$ cat config.mk
export PLATFORM = sky130hd
export DESIGN_NAME = ip_output_arbiter_flat
export DESIGN_NICKNAME = d
export VERILOG_FILES = /design/src/rtl/ip_output_arbiter_pkg.sv /design/src/rtl/ip_output_arbiter_if.sv /design/src/rtl/ip_output_arbiter_rr_pick.sv /design/src/rtl/ip_output_arbiter.sv /design/src/flat_wrapper.sv
export SDC_FILE = /design/constraint.sdc
export NUM_CORES = 1
export LEC_CHECK = 0
export CAP_MARGIN = 20
export CORE_AREA = 2 2 554 556
export CTS_CLUSTER_SIZE = 8
export DETAILED_ROUTE_END_ITERATION = 12
export DIE_AREA = 0 0 556 558
export MAX_ROUTING_LAYER = met4
export PLACE_DENSITY_LB_ADDON = 0.2
export SETUP_SLACK_MARGIN = 0.5
export SYNTH_ARGS = -nofsm -noshare
export SYNTH_HDL_FRONTEND = slang
export SYNTH_SLANG_ARGS = --single-unit
$ cat constraint.sdc
create_clock -name clk -period 2.3 [get_ports clk]
set_input_delay 0.23 -clock clk [delete_from_list [all_inputs] [get_ports clk]]
set_output_delay 0.23 -clock clk [all_outputs]
set_load 0.005 [all_outputs]
$ cat src/rtl/ip_output_arbiter_pkg.sv
// Shared types for the IP output arbiter: the IP/Ethernet header record carried
// on the header channel, and the arbiter FSM state.
package ip_arb_pkg;

  typedef struct packed {
    logic [47:0] eth_dest_mac;
    logic [47:0] eth_src_mac;
    logic [15:0] eth_type;
    logic [3:0]  version;
    logic [3:0]  ihl;
    logic [5:0]  dscp;
    logic [1:0]  ecn;
    logic [15:0] length;
    logic [15:0] identification;
    logic [2:0]  flags;
    logic [12:0] fragment_offset;
    logic [7:0]  ttl;
    logic [7:0]  protocol;
    logic [15:0] header_checksum;
    logic [31:0] source_ip;
    logic [31:0] dest_ip;
  } ip_hdr_t;

  localparam int unsigned IP_HDR_W = $bits(ip_hdr_t);

  typedef enum logic [1:0] {
    IDLE,
    HDR,
    PAYLOAD
  } arb_state_e;

endpackage

$ cat src/rtl/ip_output_arbiter_if.sv
// Bundle of NUM_SRC requester channels plus the single framer-facing channel.
// master = requesters and framer side, slave = the arbiter.
interface ip_output_arbiter_if
  import ip_arb_pkg::*;
#(
  parameter int unsigned NUM_SRC    = 4,
  parameter int unsigned DATA_WIDTH = 8
);

  logic [NUM_SRC-1:0]                 s_hdr_valid;
  logic [NUM_SRC-1:0]                 s_hdr_ready;
  ip_hdr_t [NUM_SRC-1:0]              s_hdr;
  logic [NUM_SRC-1:0][DATA_WIDTH-1:0] s_tdata;
  logic [NUM_SRC-1:0]                 s_tvalid;
  logic [NUM_SRC-1:0]                 s_tready;
  logic [NUM_SRC-1:0]                 s_tlast;

  logic                               m_hdr_valid;
  logic                               m_hdr_ready;
  ip_hdr_t                            m_hdr;
  logic [DATA_WIDTH-1:0]              m_tdata;
  logic                               m_tvalid;
  logic                               m_tready;
  logic                               m_tlast;

  modport master (
    output s_hdr_valid, s_hdr, s_tdata, s_tvalid, s_tlast, m_hdr_ready, m_tready,
    input  s_hdr_ready, s_tready, m_hdr_valid, m_hdr, m_tdata, m_tvalid, m_tlast
  );

  modport slave (
    input  s_hdr_valid, s_hdr, s_tdata, s_tvalid, s_tlast, m_hdr_ready, m_tready,
    output s_hdr_ready, s_tready, m_hdr_valid, m_hdr, m_tdata, m_tvalid, m_tlast
  );

endinterface

$ cat src/rtl/ip_output_arbiter_rr_pick.sv
// Combinational round-robin search: first set request at or after ptr_i, wrapping.
module rr_pick #(
  parameter int unsigned  N = 4,
  localparam int unsigned W = (N > 1) ? $clog2(N) : 1
) (
  input  logic [N-1:0] req_i,
  input  logic [W-1:0] ptr_i,
  output logic         found_o,
  output logic [W-1:0] idx_o
);

  int unsigned      k;
  logic [W-1:0]     kk;

  // Scan from the farthest offset back to ptr_i so the nearest hit is written last.
  always_comb begin
    found_o = 1'b0;
    idx_o   = '0;
    k       = 0;
    kk      = '0;
    for (int unsigned i = 0; i < N; i++) begin
      k = 32'(ptr_i) + (N - 1 - i);
      if (k >= N) k = k - N;
      kk = W'(k);
      if (req_i[kk]) begin
        found_o = 1'b1;
        idx_o   = kk;
      end
    end
  end

endmodule

$ cat src/rtl/ip_output_arbiter.sv
// Packet-level round-robin arbiter sharing one IP header + payload stream among
// NUM_SRC requesters; grant is held from header acceptance through tlast.
module ip_output_arbiter
  import ip_arb_pkg::*;
#(
  parameter int unsigned  NUM_SRC    = 4,
  parameter int unsigned  DATA_WIDTH = 8,
  localparam int unsigned IDX_W      = $clog2(NUM_SRC)
) (
  input  logic                   clk,
  input  logic                   rst_n,
  ip_output_arbiter_if.slave     bus,
  output logic [IDX_W-1:0]       grant_idx,
  output logic                   busy
);

  arb_state_e       state_q,  state_d;
  logic [IDX_W-1:0] grant_q,  grant_d;
  logic [IDX_W-1:0] rr_ptr_q, rr_ptr_d;
  logic             pick_found;
  logic [IDX_W-1:0] pick_idx;
  logic             hdr_fire;
  logic             last_fire;

  rr_pick #(.N(NUM_SRC)) u_rr_pick (
    .req_i   (bus.s_hdr_valid),
    .ptr_i   (rr_ptr_q),
    .found_o (pick_found),
    .idx_o   (pick_idx)
  );

  always_ff @(posedge clk or negedge rst_n) begin
    if (!rst_n) begin
      state_q  <= IDLE;
      grant_q  <= '0;
      rr_ptr_q <= '0;
    end else begin
      state_q  <= state_d;
      grant_q  <= grant_d;
      rr_ptr_q <= rr_ptr_d;
    end
  end

  always_comb begin
    state_d         = state_q;
    grant_d         = grant_q;
    rr_ptr_d        = rr_ptr_q;
    hdr_fire        = 1'b0;
    last_fire       = 1'b0;
    bus.s_hdr_ready = '0;
    bus.s_tready    = '0;
    bus.m_hdr_valid = 1'b0;
    bus.m_hdr       = '0;
    bus.m_tdata     = '0;
    bus.m_tvalid    = 1'b0;
    bus.m_tlast     = 1'b0;

    unique case (state_q)
      IDLE: begin
        if (pick_found) begin
          grant_d = pick_idx;
          state_d = HDR;
        end
      end

      HDR: begin
        bus.m_hdr_valid          = bus.s_hdr_valid[grant_q];
        bus.m_hdr                = bus.s_hdr[grant_q];
        bus.s_hdr_ready[grant_q] = bus.m_hdr_ready;
        hdr_fire                 = bus.s_hdr_valid[grant_q] & bus.m_hdr_ready;
        if (hdr_fire) begin
          state_d  = PAYLOAD;
          rr_ptr_d = (grant_q == IDX_W'(NUM_SRC - 1)) ? '0 : grant_q + IDX_W'(1);
        end
      end

      PAYLOAD: begin
        bus.m_tdata           = bus.s_tdata[grant_q];
        bus.m_tvalid          = bus.s_tvalid[grant_q];
        bus.m_tlast           = bus.s_tlast[grant_q];
        bus.s_tready[grant_q] = bus.m_tready;
        last_fire             = bus.s_tvalid[grant_q] & bus.m_tready & bus.s_tlast[grant_q];
        if (last_fire) state_d = IDLE;
      end

      default: state_d = IDLE;
    endcase
  end

  assign grant_idx = grant_q;
  assign busy      = (state_q != IDLE);

endmodule

$ cat src/flat_wrapper.sv
// flat-port wrapper written by rule: the top's interface ports become plain ports
module ip_output_arbiter_flat import ip_arb_pkg::*;
#(
  parameter int unsigned  NUM_SRC    = 4,
  parameter int unsigned  DATA_WIDTH = 8,
  localparam int unsigned IDX_W      = $clog2(NUM_SRC)
)
  (clk, rst_n, grant_idx, busy, bus_s_hdr_valid, bus_s_hdr, bus_s_tdata, bus_s_tvalid, bus_s_tlast, bus_m_hdr_ready, bus_m_tready, bus_s_hdr_ready, bus_s_tready, bus_m_hdr_valid, bus_m_hdr, bus_m_tdata, bus_m_tvalid, bus_m_tlast);
  ip_output_arbiter_if #(.NUM_SRC(NUM_SRC), .DATA_WIDTH(DATA_WIDTH)) bus_i ();
  input  logic clk;
  input  logic rst_n;
  output logic [IDX_W-1:0] grant_idx;
  output logic busy;
  input wire logic [$bits(bus_i.s_hdr_valid)-1:0] bus_s_hdr_valid;
  input wire logic [$bits(bus_i.s_hdr)-1:0] bus_s_hdr;
  input wire logic [$bits(bus_i.s_tdata)-1:0] bus_s_tdata;
  input wire logic [$bits(bus_i.s_tvalid)-1:0] bus_s_tvalid;
  input wire logic [$bits(bus_i.s_tlast)-1:0] bus_s_tlast;
  input wire logic [$bits(bus_i.m_hdr_ready)-1:0] bus_m_hdr_ready;
  input wire logic [$bits(bus_i.m_tready)-1:0] bus_m_tready;
  output wire logic [$bits(bus_i.s_hdr_ready)-1:0] bus_s_hdr_ready;
  output wire logic [$bits(bus_i.s_tready)-1:0] bus_s_tready;
  output wire logic [$bits(bus_i.m_hdr_valid)-1:0] bus_m_hdr_valid;
  output wire logic [$bits(bus_i.m_hdr)-1:0] bus_m_hdr;
  output wire logic [$bits(bus_i.m_tdata)-1:0] bus_m_tdata;
  output wire logic [$bits(bus_i.m_tvalid)-1:0] bus_m_tvalid;
  output wire logic [$bits(bus_i.m_tlast)-1:0] bus_m_tlast;
  assign bus_i.s_hdr_valid = bus_s_hdr_valid;
  assign bus_i.s_hdr = bus_s_hdr;
  assign bus_i.s_tdata = bus_s_tdata;
  assign bus_i.s_tvalid = bus_s_tvalid;
  assign bus_i.s_tlast = bus_s_tlast;
  assign bus_i.m_hdr_ready = bus_m_hdr_ready;
  assign bus_i.m_tready = bus_m_tready;
  assign bus_s_hdr_ready = bus_i.s_hdr_ready;
  assign bus_s_tready = bus_i.s_tready;
  assign bus_m_hdr_valid = bus_i.m_hdr_valid;
  assign bus_m_hdr = bus_i.m_hdr;
  assign bus_m_tdata = bus_i.m_tdata;
  assign bus_m_tvalid = bus_i.m_tvalid;
  assign bus_m_tlast = bus_i.m_tlast;
  ip_output_arbiter #(.NUM_SRC(NUM_SRC), .DATA_WIDTH(DATA_WIDTH)) u_core (.clk(clk), .rst_n(rst_n), .bus(bus_i), .grant_idx(grant_idx), .busy(busy));
endmodule
==> flow_metrics.env <==
export IMPL_cts_tree="yes"
export IMPL_seq_area_frac_synth=0.0163
export IMPL_synth_top_family_by_area="multiplexers"
export IMPL_routed_wl_mm=238
export IMPL_dr_pass1_iters=5
export IMPL_core_area_um2=305000
export IMPL_layout_nets=3491
export IMPL_crit_path_cell_trace="buf_12, buf_12, buf_16, buf_12, buf_16, mux4_2, and2_4, buf_6"
export IMPL_antenna_found_initial=363
export IMPL_grt_total_usage=0.149
export IMPL_synth_most_common_cell="and2_1"
export IMPL_grt_overflow=0
export IMPL_avgSynthCellArea_um2=12.8
export IMPL_ir_worst_vdd_mv=0.766
export IMPL_clk_latency_ns=0.24
export IMPL_start_kind="flip-flop"
export IMPL_preCtsSetupSlack_ns=-0.258
export IMPL_htreeDepth=1
export IMPL_max_freq_mhz=372
export IMPL_rows=203
export IMPL_yosys_top_cells_count="and2_1, mux4_2, buf_2"
export IMPL_p_total_w=0.0324
export IMPL_io_pins=1430
export IMPL_fin_ws_ns=-0.388
export IMPL_crit_path_max_incr_delay_ns=0.60
export IMPL_die_area_um2=310000
export IMPL_required_ns=2.07
export IMPL_p_leak_nw=11.7
export IMPL_gp_congestion=1.02
export IMPL_outcome="finished, violations left"
export IMPL_path_delay_family="buffers and inverters"
export IMPL_syn_num_nets=1858
export IMPL_drcViolationCount=0
export IMPL_synthTopCellsByArea="mux4_2, and2_1, buf_6"
export IMPL_yosysUniqueCellTypes=25
export IMPL_final_min_clock_period_ns=2.69
export IMPL_drive_gt1_frac=0.426
export IMPL_swShare=0.433
export IMPL_failed_checks="setup timing"
export IMPL_synthCells=718
export IMPL_yosysWarnings=0
export IMPL_ys_async_sr_fraction=1.00
export IMPL_worstPathMaxFanout=8
export IMPL_drt_iter0_markers=1102
export IMPL_synthSimpleGateAreaFrac=0.208
export IMPL_clk_path_buf_depth=2
export IMPL_grt_setup_unrepaired="yes"
export IMPL_yosysTopAreaCellShare=0.691
export IMPL_antenna_left=0
export IMPL_final_max_slew_violation_count=0
export IMPL_period_share=1.17
export IMPL_finClkSkew_ns=0.00498
export IMPL_syn_to_final_growth_pct=254
export IMPL_hold_viol_final=0
export IMPL_critPathKind="flip-flop to primary output"
export IMPL_synth_seq_cells=6
export IMPL_endpoint_kind="primary output"
export IMPL_synth_edff_count=0
export IMPL_grt_pass1_vias=16500
export IMPL_wl_per_cell_um=36.4
export IMPL_synth_xor_area_share=0
export IMPL_setup_viol=234
export IMPL_worst_pin_slew_ns=0.506
export IMPL_avgViaCountPerCell=2.53
export IMPL_synthesis_area_um2=9200
export IMPL_cap_violations=0
export IMPL_critPathArrivalTime_ns=2.46
export IMPL_p_per_area_nw_per_um2=996
export IMPL_synth_top_area_cell="mux4_2"
export IMPL_cts_root_buf="clkbuf_16"
export IMPL_power_switching_w=0.0141
export IMPL_cts_sinks=6
export IMPL_postCtsHoldBufs=0
export IMPL_die_h_um=558
export IMPL_grt_max_degree=61
export IMPL_crit_top_cell="buf_12"
export IMPL_numCtsBuffers=3
export IMPL_p_int_w=0.0184
export IMPL_synth_mux_area_frac=0.694
export IMPL_synth_adder_area_share=0.00544
export IMPL_routed_via_count=16500
export IMPL_clkTransAtPathRegs_ns=0.04
export IMPL_synth_compound_area_frac=0.00979
export IMPL_p_seq_frac=0.008
export IMPL_clockPowerShare=0.010
export IMPL_comb_power_share=0.983
export IMPL_place_port_buffers=1429
export IMPL_crit_slowest_cell="mux4_2"
export IMPL_die_w_um=556
export IMPL_initial_core_util=0.0302
export IMPL_grt_pass1_wl_mm=271
export IMPL_relSlewSlack=0.661
export IMPL_hold_class="input port to async pin"
export IMPL_dpl_hpwl_mm=222
export IMPL_path_buf_inv=6
export IMPL_synthFlopType="dfrtp_1"
==> stage by stage <==
stage                     setup TNS, ns  area (µm²)  cells  hold slack (ns)    util
after floorplan                       0        9200    718          -0.0656       -
after global placement           -22.21       29100   6167            0.499  0.0956
after detailed placement         -24.14       29100   6167            0.499  0.0956
after CTS                        -69.86       30100   6226            0.331  0.0988
after global routing             -54.66       32600   6530            0.347   0.107
final                            -44.21       32600   6539            0.314   0.107
==> power by group through the flow <==
stage | registers [W] | logic [W] | clock network, W
after floorplan | 0.000206 | 0.00988 | 0
after global placement | 0.000261 | 0.0268 | 0
after detailed placement | 0.000264 | 0.0266 | 0
after CTS | 0.000265 | 0.0287 | 0.000321
after global routing | 0.000261 | 0.0334 | 0.000323
final | 0.000252 | 0.0319 | 0.000311
==> routing by layer <==
metal  vias to the layer above  track usage  share of wire
met5                         -            -              0
met4                         0       0.0136          0.015
met3                       256        0.105           0.15
met2                      1490        0.214           0.41
met1                      8267        0.173           0.42
li1                       6534            -              -
==> registers in the layout, summed over array words and instances (netlist names) <==
register,flops
u_core.rr_ptr_q,2
u_core.grant_idx,2
u_core.state_q,2
==> path summary, 6_finish.rpt <==
kind / startpoint / to / slack, ns / cells past startpoint
worst max-delay path: u_core.grant_idx[0] / bus_m_hdr[45] / -0.39 / 8
min in group clk: u_core.rr_ptr_q[0] / u_core.rr_ptr_q[0] / 0.52 / 2
worst min-delay path: rst_n / u_core.rr_ptr_q[0] / 0.31 / 1
max in group asynchronous: rst_n / u_core.grant_idx[0] / 1.64 / 1
worst max register to register: u_core.grant_idx[0] / u_core.rr_ptr_q[1] / 0.04 / 9
worst min register to register: u_core.rr_ptr_q[0] / u_core.rr_ptr_q[0] / 0.52 / 2
==> cell usage in the layout (no fill, tap or decap), types with 2 or more instances in the layout <==
| cell type | count |
|---|---|
| clkdlybuf4s50_1 | 1141 |
| mux4_2 | 282 |
| diode_2 | 192 |
| buf_6 | 187 |
| and2_4 | 180 |
| buf_4 | 159 |
| and2_1 | 103 |
| buf_12 | 55 |
| dlymetal6s2s_1 | 53 |
| clkbuf_2 | 47 |
| buf_8 | 30 |
| buf_2 | 26 |
| buf_16 | 15 |
| nand2_1 | 7 |
| clkbuf_16 | 7 |
| nor2_1 | 5 |
| and3_1 | 4 |
| and3_4 | 4 |
| o21ai_0 | 4 |
| clkdlybuf4s15_1 | 4 |
| dfrtp_1 | 4 |
| nor2b_1 | 3 |
| inv_1 | 3 |
| a21oi_1 | 3 |
| ha_4 | 3 |
| mux2i_1 | 2 |
| dlygate4sd2_1 | 2 |
| dfrtp_4 | 2 |
==> cell type report <==
type	instances	area [µm²]
antenna	192	480
clock buffer	4	78.8
fill	35000	272000
inverter	4	22.5
multi-input combinational	612	8960
sequential	6	158
tap	3997	5000
timing repair buffer	1724	17900
==> cells by family after synthesis <==
logic type | after synthesis
and+or+nand+nor | 310
muxes | 285
buffers and inverters | 100
AOI/OAI and AO/OA | 13
DFF | 6
adders and majority gates | 4
==> timing repair <==
item / in CTS / in global routing
setup endpoints to repair: 297 / 298
resized for setup: 477 / 659
setup buffers: 50 / 117
gates cloned: 5 / 4
pin swaps: 39 / 46
No activity file was read; power rests on OpenSTA's default activity.
==> variant: new RTL, same settings <==
Encoding of `arb_state_e`: now one-hot (3 bits for 3 states).
--- a/src/rtl/ip_output_arbiter_pkg.sv
+++ b/src/rtl/ip_output_arbiter_pkg.sv
@@ -23,10 +23,10 @@
 
   localparam int unsigned IP_HDR_W = $bits(ip_hdr_t);
 
-  typedef enum logic [1:0] {
-    IDLE,
-    HDR,
-    PAYLOAD
+  typedef enum logic [2:0] {
+    IDLE    = 3'b001,
+    HDR     = 3'b010,
+    PAYLOAD = 3'b100
   } arb_state_e;
 
 endpackage
Behaviour: no difference found for any inputs over 4 cycles, from zero or initial values and one cycle with rst_n low; so few cycles prove little.
==> variant against the original RTL <==
  * The run still ends with negative setup slack left
  * Setup slack better by 16 ps
  * Synthesized cell count decreased by 0.70%
  * Final area decreased by 5.8%
  * Wire length fell by 3.3%
  * Sequential cell count is 1 higher
  * Area after synthesis grew 3.6%
  * Power is 32% lower
==> variant: results <==
[timing]
slew_headroom_pct = 59.3
fin_skew_ps = 1.58
setup_violations = 235
setup_slack_ps = -373

[synthesis]
synth_top_cells_by_area = mux4_2 (67%), and2_1 (19%), buf_12 (4.6%)
synth-compound-area-share_pct = 0.866
synthTopCellsByCount = and2_1 (283), mux4_2 (283), buf_2 (52), buf_12 (22), clkbuf_1 (10)
syn_nets = 1853

[global_route]
antenna_found_initial = 388
grt.total_usage_pct = 14.5
grt_use_met1_pct = 17.0
use_met2_pct = 20.3
grt_pass1_vias = 16200
grt_pass1_wl_mm = 264

[drt]
totalWireLength_mm = 230
vias_per_cell = 2.49
routed-wl-met2_mm = 93.9
wirelength_met1_mm = 98.4

[placed_design]
placed_area_um2 = 29100
gp_congestion = 0.953

[pwr]
p_leak_nw = 10.4
peakVddDrop_uv = 628

[run_status]
status = finished with violations
violations = negative setup slack

[critical_path]
slowest_delay_ps = 530
-- variant: cell types whose count changed in the layout (fill, tap and decap cells not counted), sizes merged, moves of 2 or more --
cell,unedited run,this run
nand2,7,5
nor2b,4,0
diode,192,204
clkdlybuf4s50,1141,1266
nor2,5,3
o21ai,4,0
dlygate4sd2,2,25
dlymetal6s2s,53,34
nor3b,0,2
clkdlybuf4s15,5,9
clkbuf,55,32
buf,472,239
-- variant: timing repair --
item,CTS,global route
setup buffers,25,19
cloned,3,4
pin swaps,20,1
setup endpoints to repair,297,301
resized for setup,255,198
endpoints found under the hold margin,0,0
-- variant: path summary, 6_finish.rpt --
path,startpoint,endpoint,slack [ps],cells past startpoint
max reg2reg,u_core.grant_idx[0]$_DFFE_PN0P_,u_core.state_q[1]$_DFFE_PN0P_,-60,8
min,rst_n,u_core.rr_ptr_q[1]$_DFFE_PN0P_,360,1
min reg2reg,u_core.rr_ptr_q[0]$_DFFE_PN0P_,u_core.rr_ptr_q[0]$_DFFE_PN0P_,530,2
min in group clk,u_core.rr_ptr_q[0]$_DFFE_PN0P_,u_core.rr_ptr_q[0]$_DFFE_PN0P_,530,2
max in group asynchronous,rst_n,u_core.grant_idx[1]$_DFFE_PN0P_,1530,1
max,u_core.grant_idx[0]$_DFFE_PN0P_,bus_m_hdr[140],-370,6
-- variant: stage by stage --
| step | utilization, % | setup WS [ps] | TNS (ps) | cells | power [mW] |
|---|---|---|---|---|---|
| 3_3_place_gp | 9.56 | -345 | -24610 | 6165 | 20.1 |
| 4_1_cts | 9.75 | -419 | -74810 | 6197 | 21.4 |
| 3_5_place_dp | 9.56 | -301 | -23670 | 6165 | 20.0 |
| 5_1_grt | 10.1 | -436 | -62320 | 6412 | 23.0 |
| 2_1_floorplan | - | 523 | 0 | 713 | 9.57 |
| 6_report | 10.1 | -373 | -48660 | 6424 | 22.0 |
-- variant: layout make-up --
cell class              instances  area share [%]
multi-input cells             607            28.1
diodes                        204            1.66
well taps                    3997            16.3
clock buffers                   4           0.257
inverters                       4          0.0489
flip-flops and latches          7           0.599
repair buffers               1601            53.0
-- variant: cells by family after synthesis --
group,Yosys count
AO/OA/AOI/OAI,10
adder cells (fa/ha/maj),4
buffers and inverters,99
flip-flops,7
multiplexers,287
AND/OR/NAND/NOR,306
-- variant: report_power, final --
| group | total (mW) | switching, mW | internal [mW] | leakage [nW] |
|---|---|---|---|---|
| sequential | 0.279 | 0.0793 | 0.199 | 0.0837 |
| combinational | 21.4 | 9.46 | 12.0 | 10.3 |
| clock | 0.297 | 0.0667 | 0.231 | 0.0394 |
| total | 22.0 | 9.61 | 12.4 | 10.4 |
